==> src/rtl/cvxif_copro_pkg.sv <==
// Shared types and constants for the CV-X-IF custom-0 coprocessor responder.
package cvxif_copro_pkg;

    localparam int XLEN      = 32;
    localparam int IdWidth   = 4;
    localparam int NrEntries = 2;

    localparam logic [6:0] OPC_CUSTOM0 = 7'b0001011;
    localparam logic [2:0] F3_CADD     = 3'b000;
    localparam logic [2:0] F3_CXOR     = 3'b001;
    localparam logic [2:0] F3_CMUL     = 3'b010;
    localparam logic [2:0] F3_CNOP     = 3'b011;

    typedef enum logic [1:0] {CADD, CXOR, CMUL, CNOP} op_e;

    typedef enum logic [1:0] {IDLE, EXEC, WAIT, RESP} fsm_e;

    typedef struct packed {
        logic               valid;
        logic [IdWidth-1:0] id;
        logic [4:0]         rd;
        op_e                op;
        logic [XLEN-1:0]    rs1;
        logic [XLEN-1:0]    rs2;
        logic               committed;
        logic               killed;
    } entry_t;

endpackage

==> src/rtl/cvxif_copro_mul_iter.sv <==
// Iterative shift-add multiplier: one multiplier bit per cycle, first bit in the start cycle.
module cvxif_copro_mul_iter #(
    parameter int Width = 32
) (
    input  logic             clk_i,
    input  logic             rst_i,
    input  logic             start_i,
    input  logic [Width-1:0] a_i,
    input  logic [Width-1:0] b_i,
    output logic             busy_o,
    output logic             done_o,
    output logic [Width-1:0] product_o
);

    localparam int CntW = $clog2(Width);
    localparam logic [CntW-1:0] LastCnt = CntW'(Width - 1);

    logic [Width-1:0] acc_r;
    logic [Width-1:0] mcand_r;
    logic [Width-1:0] mplier_r;
    logic [CntW-1:0]  cnt_r;
    logic             busy_r;

    // Shift-add datapath and bit counter; done marks the cycle of the final bit.
    always_ff @(posedge clk_i) begin
        if (rst_i) begin
            acc_r    <= '0;
            mcand_r  <= '0;
            mplier_r <= '0;
            cnt_r    <= '0;
            busy_r   <= 1'b0;
        end else if (start_i && !busy_r) begin
            acc_r    <= b_i[0] ? a_i : '0;
            mcand_r  <= a_i << 1;
            mplier_r <= b_i >> 1;
            cnt_r    <= CntW'(1);
            busy_r   <= 1'b1;
        end else if (busy_r) begin
            if (mplier_r[0]) begin
                acc_r <= acc_r + mcand_r;
            end
            mcand_r  <= mcand_r << 1;
            mplier_r <= mplier_r >> 1;
            if (cnt_r == LastCnt) begin
                cnt_r  <= '0;
                busy_r <= 1'b0;
            end else begin
                cnt_r <= cnt_r + CntW'(1);
            end
        end
    end

    assign busy_o    = busy_r;
    assign done_o    = busy_r && (cnt_r == LastCnt);
    assign product_o = acc_r;

endmodule

==> src/rtl/cvxif_copro_responder.sv <==
// CV-X-IF responder: speculative issue into an in-order buffer, execute at head, respond after commit.
module cvxif_copro_responder
    import cvxif_copro_pkg::*;
(
    input  logic               clk_i,
    input  logic               rst_i,
    input  logic               issue_valid_i,
    output logic               issue_ready_o,
    input  logic [31:0]        issue_instr_i,
    input  logic [IdWidth-1:0] issue_id_i,
    input  logic [XLEN-1:0]    issue_rs1_i,
    input  logic [XLEN-1:0]    issue_rs2_i,
    output logic               issue_accept_o,
    output logic               issue_writeback_o,
    input  logic               commit_valid_i,
    input  logic [IdWidth-1:0] commit_id_i,
    input  logic               commit_kill_i,
    output logic               result_valid_o,
    input  logic               result_ready_i,
    output logic [IdWidth-1:0] result_id_o,
    output logic [4:0]         result_rd_o,
    output logic [XLEN-1:0]    result_data_o,
    output logic               result_we_o
);

    localparam int PtrW = $clog2(NrEntries);
    localparam logic [PtrW:0] FullCnt = (PtrW + 1)'(NrEntries);

    entry_t          entries_r [NrEntries];
    logic [PtrW-1:0] head_r;
    logic [PtrW-1:0] tail_r;
    logic [PtrW:0]   count_r;
    fsm_e            state_r;

    entry_t          head_s;
    logic            dec_ok_s;
    op_e             dec_op_s;
    logic            alloc_s;
    logic            pop_s;
    logic [XLEN-1:0] alu_s;
    logic            mul_start_s;
    logic            mul_busy_s;
    logic            mul_done_s;
    logic [XLEN-1:0] mul_product_s;
    logic            unused_s;

    assign head_s   = entries_r[head_r];
    assign unused_s = ^issue_instr_i[24:15];

    // Instruction decode: custom-0 with funct7 zero, funct3 selects the op.
    always_comb begin
        dec_ok_s = 1'b0;
        dec_op_s = CNOP;
        if ((issue_instr_i[6:0] == OPC_CUSTOM0) && (issue_instr_i[31:25] == 7'b0000000)) begin
            case (issue_instr_i[14:12])
                F3_CADD: begin dec_ok_s = 1'b1; dec_op_s = CADD; end
                F3_CXOR: begin dec_ok_s = 1'b1; dec_op_s = CXOR; end
                F3_CMUL: begin dec_ok_s = 1'b1; dec_op_s = CMUL; end
                F3_CNOP: begin dec_ok_s = 1'b1; dec_op_s = CNOP; end
                default: begin dec_ok_s = 1'b0; dec_op_s = CNOP; end
            endcase
        end else begin
            dec_ok_s = 1'b0;
            dec_op_s = CNOP;
        end
    end

    assign issue_ready_o     = (count_r != FullCnt);
    assign issue_accept_o    = issue_valid_i & dec_ok_s;
    assign issue_writeback_o = issue_valid_i & dec_ok_s & (dec_op_s != CNOP);
    assign alloc_s           = issue_valid_i & issue_ready_o & dec_ok_s;

    // Single-cycle ALU on the head operands.
    always_comb begin
        alu_s = '0;
        case (head_s.op)
            CADD:    alu_s = head_s.rs1 + head_s.rs2;
            CXOR:    alu_s = head_s.rs1 ^ head_s.rs2;
            default: alu_s = '0;
        endcase
    end

    // Head retires when it is killed, a committed CNOP, or its result is taken.
    always_comb begin
        pop_s = 1'b0;
        case (state_r)
            WAIT: begin
                if (head_s.killed || (head_s.committed && (head_s.op == CNOP))) begin
                    pop_s = 1'b1;
                end else begin
                    pop_s = 1'b0;
                end
            end
            RESP: begin
                if (result_ready_i) begin
                    pop_s = 1'b1;
                end else begin
                    pop_s = 1'b0;
                end
            end
            default: pop_s = 1'b0;
        endcase
    end

    assign mul_start_s = (state_r == EXEC) && (head_s.op == CMUL) && !mul_busy_s;

    cvxif_copro_mul_iter #(
        .Width (XLEN)
    ) u_mul (
        .clk_i     (clk_i),
        .rst_i     (rst_i),
        .start_i   (mul_start_s),
        .a_i       (head_s.rs1),
        .b_i       (head_s.rs2),
        .busy_o    (mul_busy_s),
        .done_o    (mul_done_s),
        .product_o (mul_product_s)
    );

    // Entry buffer: commit/kill marking, head retire, tail allocation, occupancy.
    always_ff @(posedge clk_i) begin
        if (rst_i) begin
            for (int i = 0; i < NrEntries; i++) begin
                entries_r[i] <= '0;
            end
            head_r  <= '0;
            tail_r  <= '0;
            count_r <= '0;
        end else begin
            for (int i = 0; i < NrEntries; i++) begin
                if (commit_valid_i && entries_r[i].valid && (entries_r[i].id == commit_id_i)) begin
                    if (commit_kill_i) begin
                        entries_r[i].killed <= 1'b1;
                    end else begin
                        entries_r[i].committed <= 1'b1;
                    end
                end
            end
            if (pop_s) begin
                entries_r[head_r].valid <= 1'b0;
                head_r                  <= head_r + PtrW'(1);
            end
            if (alloc_s) begin
                entries_r[tail_r] <= '{valid: 1'b1, id: issue_id_i, rd: issue_instr_i[11:7],
                                       op: dec_op_s, rs1: issue_rs1_i, rs2: issue_rs2_i,
                                       committed: 1'b0, killed: 1'b0};
                tail_r            <= tail_r + PtrW'(1);
            end
            case ({alloc_s, pop_s})
                2'b10:   count_r <= count_r + (PtrW + 1)'(1);
                2'b01:   count_r <= count_r - (PtrW + 1)'(1);
                default: count_r <= count_r;
            endcase
        end
    end

    // Execution FSM with registered result port; an empty buffer lets a fresh issue start EXEC at once.
    always_ff @(posedge clk_i) begin
        if (rst_i) begin
            state_r        <= IDLE;
            result_valid_o <= 1'b0;
            result_id_o    <= '0;
            result_rd_o    <= '0;
            result_data_o  <= '0;
            result_we_o    <= 1'b0;
        end else begin
            case (state_r)
                IDLE: begin
                    if (head_s.valid || alloc_s) begin
                        state_r <= EXEC;
                    end
                end
                EXEC: begin
                    if ((head_s.op != CMUL) || mul_done_s) begin
                        state_r <= WAIT;
                    end
                end
                WAIT: begin
                    if (head_s.killed) begin
                        state_r <= IDLE;
                    end else if (head_s.committed) begin
                        if (head_s.op == CNOP) begin
                            state_r <= IDLE;
                        end else begin
                            state_r        <= RESP;
                            result_valid_o <= 1'b1;
                            result_id_o    <= head_s.id;
                            result_rd_o    <= head_s.rd;
                            result_data_o  <= (head_s.op == CMUL) ? mul_product_s : alu_s;
                            result_we_o    <= 1'b1;
                        end
                    end
                end
                RESP: begin
                    if (result_ready_i) begin
                        state_r        <= IDLE;
                        result_valid_o <= 1'b0;
                        result_id_o    <= '0;
                        result_rd_o    <= '0;
                        result_data_o  <= '0;
                        result_we_o    <= 1'b0;
                    end
                end
                default: state_r <= IDLE;
            endcase
        end
    end

endmodule

==> config.mk <==
export PLATFORM = sky130hd
export DESIGN_NAME = cvxif_copro_responder
export DESIGN_NICKNAME = d
export VERILOG_FILES = /design/src/rtl/cvxif_copro_pkg.sv /design/src/rtl/cvxif_copro_mul_iter.sv /design/src/rtl/cvxif_copro_responder.sv
export SDC_FILE = /design/constraint.sdc
export NUM_CORES = 1
export LEC_CHECK = 0
export ABC_AREA = 1
export CAP_MARGIN = 20
export CORE_MARGIN = 2
export CORE_UTILIZATION = 55
export CTS_CLUSTER_DIAMETER = 30
export CTS_CLUSTER_SIZE = 40
export DETAILED_ROUTE_END_ITERATION = 8
export GPL_TIMING_DRIVEN = 0
export PLACE_DENSITY = 0.77
export SETUP_SLACK_MARGIN = 0.15
export SYNTH_ARGS = -nofsm -noshare
export SYNTH_HDL_FRONTEND = slang
export SYNTH_SLANG_ARGS = --single-unit
==> constraint.sdc <==
create_clock -name clk_i -period 9.3 [get_ports clk_i]
set_input_delay 1.86 -clock clk_i [delete_from_list [all_inputs] [get_ports clk_i]]
set_output_delay 1.86 -clock clk_i [all_outputs]
set_load 0.01 [all_outputs]
==> results of run 1 <==
[final timing paths]
check,to,cells past startpoint,from,slack [ns]
worst max-delay path,issue_writeback_o,6,issue_instr_i[5],3.77
worst min register to register,entries_r[0][1],2,entries_r[0][1],0.46
worst max register to register,result_data_o[12],18,flop,5.14
worst min-delay path,entries_r[0][1],2,entries_r[0][1],0.46
[cells in the final DEF, fill, tap and decap left out, types with 25 or more instances in the layout]
master and count:
sky130_fd_sc_hd__clkbuf_16 60, sky130_fd_sc_hd__a31oi_1 25, sky130_fd_sc_hd__ha_1 64, sky130_fd_sc_hd__dfxtp_1 155, sky130_fd_sc_hd__edfxtp_1 150, sky130_fd_sc_hd__inv_1 331, sky130_fd_sc_hd__o21ai_0 154, sky130_fd_sc_hd__nand3_1 123
sky130_fd_sc_hd__buf_2 33, sky130_fd_sc_hd__clkdlybuf4s50_1 144, sky130_fd_sc_hd__clkbuf_1 49, sky130_fd_sc_hd__nor2_1 265, sky130_fd_sc_hd__a21oi_1 190, sky130_fd_sc_hd__nand2_1 747
[logic make-up after synthesis]
logic type,count (synthesis),synth area share
xor gates and xnor gates,11,0.005402
adders and majority gates,66,0.04714
and+or+nand+nor,1227,0.2831
DFF,305,0.4265
AOI/OAI and AO/OA,444,0.1391
buffers and inverters,441,0.09864
[metal layers]
metal,GRT usage,share of wire,up-vias
met5,0,0,-
met4,0.2400,0.066,0
met3,0.07785,0.12,249
met2,0.6172,0.44,1270
met1,0.4961,0.38,8453
li1,-,-,8534
[area by class of cell]
| cell class | count | area, um2 |
|---|---|---|
| clock buffers | 70 | 1619 |
| flip-flops and latches | 305 | 7607 |
| repair buffers | 148 | 1544 |
| inverters | 339 | 1275 |
| multi-input cells | 1748 | 8487 |
| plain buffers | 102 | 484.2 |
| diodes | 1 | 2.502 |
| clock inverters | 44 | 579.3 |
| well taps | 402 | 503.0 |
| fillers | 2607 | 9617 |
[sequential cells by signal, summed over array words and instances, names as in the netlist, named ones only]
name / count
result_id_o: 4
u_mul.busy_o: 1
count_r: 2
u_mul.cnt_r: 5
u_mul.mplier_r: 31
tail_r: 1
entries_r: 156
result_rd_o: 5
u_mul.mcand_r: 31
state_r: 2
head_r: 1
result_we_o: 1
result_data_o: 32
u_mul.product_o: 32
[report_power, final]
group	internal [uW]	switching (uW)
Clock	1510	799
Sequential	1500	83.2
Combinational	278	574
Total	3290	1460
[critical path, stage by stage]
cell,delay (ns)
sky130_fd_sc_hd__clkdlybuf4s50_1,0.39
sky130_fd_sc_hd__or2_1,0.24
sky130_fd_sc_hd__nor4_2,0.25
sky130_fd_sc_hd__nand3_2,0.16
sky130_fd_sc_hd__a211oi_1,0.20
sky130_fd_sc_hd__clkdlybuf4s50_1,0.57
[per-stage QoR]
stage / setup WS [ns] / area, um2
floorplan: 0.5930 / 17830
global placement: -2.682 / 19780
detailed placement: 3.788 / 19900
CTS: 3.751 / 22100
global route: 3.648 / 22100
finish: 3.768 / 22100
==> impl_metrics.json, run 1 <==
{
  "ys_ff_latch": 305,
  "critPathArrivalTime_ns": 3.67,
  "drtAntennaViolNets": 0,
  "fin_crit_sh": 0.5948,
  "remaining_drc_errors": 0,
  "yosys-top-cells-area": "sky130_fd_sc_hd__edfxtp_1 (25%), sky130_fd_sc_hd__dfxtp_1 (17%), sky130_fd_sc_hd__nand2_1 (16%)",
  "ys.flop_type": "sky130_fd_sc_hd__dfxtp_1",
  "gpl.final_weighted_congestion": 1.047,
  "grt_first_pass_wirelength_mm": 99.13,
  "synth_seq_area_share": 0.4265,
  "grt_overflow": 0,
  "syn_inst": 2494,
  "post-route-min-period_ns": 5.532,
  "layout-drive-gt1-share": 0.07656,
  "ys_top_cells_by_count": "sky130_fd_sc_hd__nand2_1 (748), sky130_fd_sc_hd__inv_1 (331), sky130_fd_sc_hd__nor2_1 (265), sky130_fd_sc_hd__a21oi_1 (190)",
  "die_area_um2": 33880,
  "ctsResizeCount": 0,
  "dr.first_iter.drc_count": 2122,
  "clock_sink_count": 305,
  "ctsRootBufferMaster": "sky130_fd_sc_hd__clkbuf_16",
  "cts_tree": "done",
  "tritoncts.num_buffers": 60,
  "nNetsFinal": 2880,
  "detail_route.wirelength_mm": 65.98,
  "critPathCaptureType": "output pin",
  "synth.most_common_cell": "sky130_fd_sc_hd__nand2_1",
  "layout-area-overhead-vs-synth_pct": 23.92,
  "ctsHtreeMaxLevel": 2,
  "drt_first_pass_iters": 8,
  "worstHoldPathType": "flop to flop",
  "detailed_place_hpwl_mm": 49.55,
  "final-hold-violation-count": 0,
  "synth.largest_area_cell": "sky130_fd_sc_hd__edfxtp_1",
  "fp-row-count": 65,
  "layout.cells.non_filler": 3159,
  "worst_slew_margin_rel": 0.2975,
  "maxSlewViolCount": 0,
  "clock_insertion_delay_worst_skew_ns": 0.63,
  "synth_enable_flop_cells": 150,
  "final_core_util": 0.6968,
  "track_usage": 0.3914,
  "cts_hold_repair.buffers": 0,
  "vdd_ir_drop_max_mv": 0.1891,
  "setup_repair_after_global_routing_missed_its_margin": "no",
  "route.vias.total": 18510,
  "setup_violations": 0,
  "path_clk_slew_ns": 0.05,
  "clock_skew_ns": 0.05302,
  "antenna_violations_before_repair": 1,
  "critical_path_class": "input pin to output pin",
  "whs_ns": 0.4556,
  "clock_tree.buffer_depth": 3,
  "post_drt_wl_per_cell_um": 20.89,
  "cap_violations": 0,
  "synth_top_area_frac": 0.2526,
  "fmax_ghz": 0.1808,
  "tns_ns": 0,
  "largest_net_degree_at_the_start_of_global_routing": 66,
  "p_total_uw": 4747,
  "die_height_um": 184.1,
  "average_instance_area_after_synthesis_um2": 7.151,
  "leakage_uw": 0.01034,
  "synthesized_net_count": 2670,
  "io-pin-count": 156,
  "post_synth_instance_area_um2": 17830,
  "design.core.area_um2": 31720,
  "postSynth.asyncResetShare": 0,
  "crit_fanout": 4,
  "max_slew.worst_pin.slew_ns": 1.043,
  "dpl.cell_count": 3044,
  "vias_per_cell": 5.858,
  "outcome": "finished, final reports clean",
  "start_kind": "input pin",
  "die_width_um": 184.1,
  "required_ns": 7.44,
  "vias_in_the_first_global_route": 17540,
  "cellPowerDensity_nw_per_um2": 214.8,
  "cts_post_setup_buffers_inserted": 0,
  "port_buffers": 144,
  "synthDistinctLibCells": 54,
  "starting_density_of_the_core": 0.5623,
  "synth-warning-count": 0
}
Power figures use the tool's default switching activity.
==> run 2, diff against run 1 <==
clock period = 5.1 ns   (was 9.3 ns; I/O delays follow)
==> run 2 against run 1 <==
Clock-buffer cell count fell by 1. Critical path depth is 14 higher. Sequential share of layout area increased by 0.20 points. First-iteration DRC count shrank 12%. Clock skew down 0.0093 ns. Critical endpoint is now result_data_o[24]. Power rose by 79%. Clock power rose by 75%. Sequential power up 83%. Die area unchanged. Register-to-register slack got worse by 4.1 ns. Flip-flop and latch count stayed put. Hold slack lost 0.0079 ns.
==> impl_metrics.json, run 2 (synthesis results as in run 1) <==
{
  "outcome": "finished, final reports clean",
  "crit_fanout": 10,
  "timing.critical_path.slowest_cell_delay_ns": 0.53,
  "post_drt_wl_per_cell_um": 20.33,
  "leakage_uw": 0.01030,
  "final-hold-violation-count": 0,
  "detail_route.wirelength_mm": 64.11,
  "vias_in_the_first_global_route": 17450,
  "worst_r2r_setup_slack_ns": 1.03,
  "track_usage": 0.3787,
  "critPathArrivalTime_ns": 4.50,
  "grt_overflow": 0,
  "vdd_ir_drop_max_mv": 0.2883,
  "io-pin-count": 156,
  "largest_register_ff_count": 156,
  "die_area_um2": 33880,
  "grtUsageMet2": 0.6036,
  "clock_insertion_delay_worst_skew_ns": 0.61,
  "route.vias.total": 18240,
  "final_core_util": 0.6928,
  "die_width_um": 184.1,
  "maxSlewViolCount": 0,
  "cts_post_setup_buffers_inserted": 0,
  "drt_first_pass_iters": 6,
  "largest_net_degree_at_the_start_of_global_routing": 44,
  "required_ns": 5.54,
  "min_from": "entries_r[0][1]",
  "detailed_place_hpwl_mm": 49.56,
  "cellPowerDensity_nw_per_um2": 385.7,
  "dpl.cell_count": 3043,
  "design.core.area_um2": 31720,
  "grt_first_pass_wirelength_mm": 97.03,
  "final_cell_mix": "sky130_fd_sc_hd__nand2_1 (747), sky130_fd_sc_hd__inv_1 (331), sky130_fd_sc_hd__nor2_1 (265)",
  "fin_crit_sh": 0.7977,
  "starting_density_of_the_core": 0.5623,
  "max_slew.worst_pin.slew_ns": 1.072,
  "post-route-min-period_ns": 4.068,
  "tritoncts.num_buffers": 58,
  "grt_use_met1": 0.4811,
  "layout-area-overhead-vs-synth_pct": 23.21,
  "gpl.final_weighted_congestion": 1.025,
  "ctsResizeCount": 0,
  "setup_violations": 0,
  "nNetsFinal": 2877,
  "grt_busiest_layer": "met2",
  "setup_repair_after_global_routing_missed_its_margin": "no",
  "layout-drive-gt1-share": 0.07415,
  "dr.first_iter.drc_count": 1863,
  "critPathCaptureType": "flop",
  "fp-row-count": 65,
  "remaining_drc_errors": 0,
  "critical_path_class": "flop to flop",
  "clock_tree.buffer_depth": 3,
  "tns_ns": 0,
  "port_buffers": 144,
  "cp_cell_sequence": "buf_4 > clkbuf_1 > clkbuf_1 > nand2_1 > nand2_1 > ha_1 > inv_1 > fa_1 > inv_1 > nand3_1 > nand3_1 > nand2_1 > nand2_1 > nand3_1 > nand3_1 > nand2_1 > nand3_1 > nand3_1 > nand2_1 > a21oi_1",
  "ctsHtreeMaxLevel": 2,
  "antenna_cells": 0,
  "layout_commonest_cell": "sky130_fd_sc_hd__nand2_1",
  "path_clk_slew_ns": 0.05,
  "regMostFlops": "entries_r",
  "start_kind": "flop",
  "antenna_violations_before_repair": 1,
  "whs_ns": 0.4476,
  "drtAntennaViolNets": 0,
  "worstHoldPathType": "flop to flop",
  "fmax_ghz": 0.2458,
  "cts_hold_repair.buffers": 0,
  "cpMaxStageDelayCell": "sky130_fd_sc_hd__clkbuf_1",
  "fraction_of_met3_tracks_used_by_global_routing": 0.06775,
  "worst_slew_margin_rel": 0.2775,
  "vias_per_cell": 5.784,
  "clock_skew_ns": 0.04375,
  "die_height_um": 184.1,
  "clock_sink_count": 305,
  "cts_tree": "done",
  "layout.cells.non_filler": 3153,
  "cap_violations": 0,
  "ctsRootBufferMaster": "sky130_fd_sc_hd__clkbuf_16"
}
## run 2: cell count changes in the layout (fill, tap and decap cells not counted), moves of 2 or more
cell,previous run,this run
sky130_fd_sc_hd__buf_16,3,1
sky130_fd_sc_hd__clkbuf_16,60,58
sky130_fd_sc_hd__clkinv_2,8,13
sky130_fd_sc_hd__clkinvlp_4,12,8
sky130_fd_sc_hd__inv_6,7,3
sky130_fd_sc_hd__clkbuf_1,49,51
sky130_fd_sc_hd__inv_8,2,0
## run 2: power breakdown
group / internal (uW) / leakage (uW) / total [uW] / switching [uW]
Sequential: 2740 / 0.00280 / 2890 / 149
Clock: 2660 / 0.00102 / 4040 / 1380
Combinational: 505 / 0.00648 / 1550 / 1040
## run 2: area by class of cell
cell class,instances,area (um2)
fill,2609,9744
multi-input combinational,1748,8487
sequential,305,7607
clock buffer,69,1563
timing repair buffer,147,1509
inverter,339,1275
clock inverter,41,545.5
tap,402,503.0
buffer,102,484.2
## run 2: path summary, 6_finish.rpt
path                            end  depth (start not counted)
setup / recovery  result_data_o[24]                         20
hold / removal      entries_r[0][1]                          2
setup reg to reg  result_data_o[24]                         20
hold reg to reg     entries_r[0][1]                          2
## run 2: worst max-delay path: cells and delay by family (launching register included)
| kind | cells | cell delay, ns |
|---|---|---|
| buffers and inverters | 5 | 1.42 |
| AND/OR/NAND/NOR | 12 | 1.40 |
| adder cells (fa/ha/maj) | 2 | 0.68 |
| flip-flops | 1 | 0.35 |
| AO/OA/AOI/OAI | 1 | 0.05 |
## run 2: per-layer routing
| layer | up-vias | wire, um |
|---|---|---|
| li1 | 8520 | - |
| met1 | 8344 | 25090 |
| met2 | 1114 | 28010 |
| met3 | 260 | 6680 |
| met4 | 0 | 4329 |
| met5 | - | 0 |
## run 2: per-stage QoR
stage          area, um2  worst slack, ns  power [uW]
6_report           21970            1.032        8475
5_1_grt            21970           0.7876        8733
4_1_cts            21970            1.073        8403
3_5_place_dp       19870            1.117        4401
3_3_place_gp       19780          -0.7710        4368
2_1_floorplan      17840           0.7723        3825
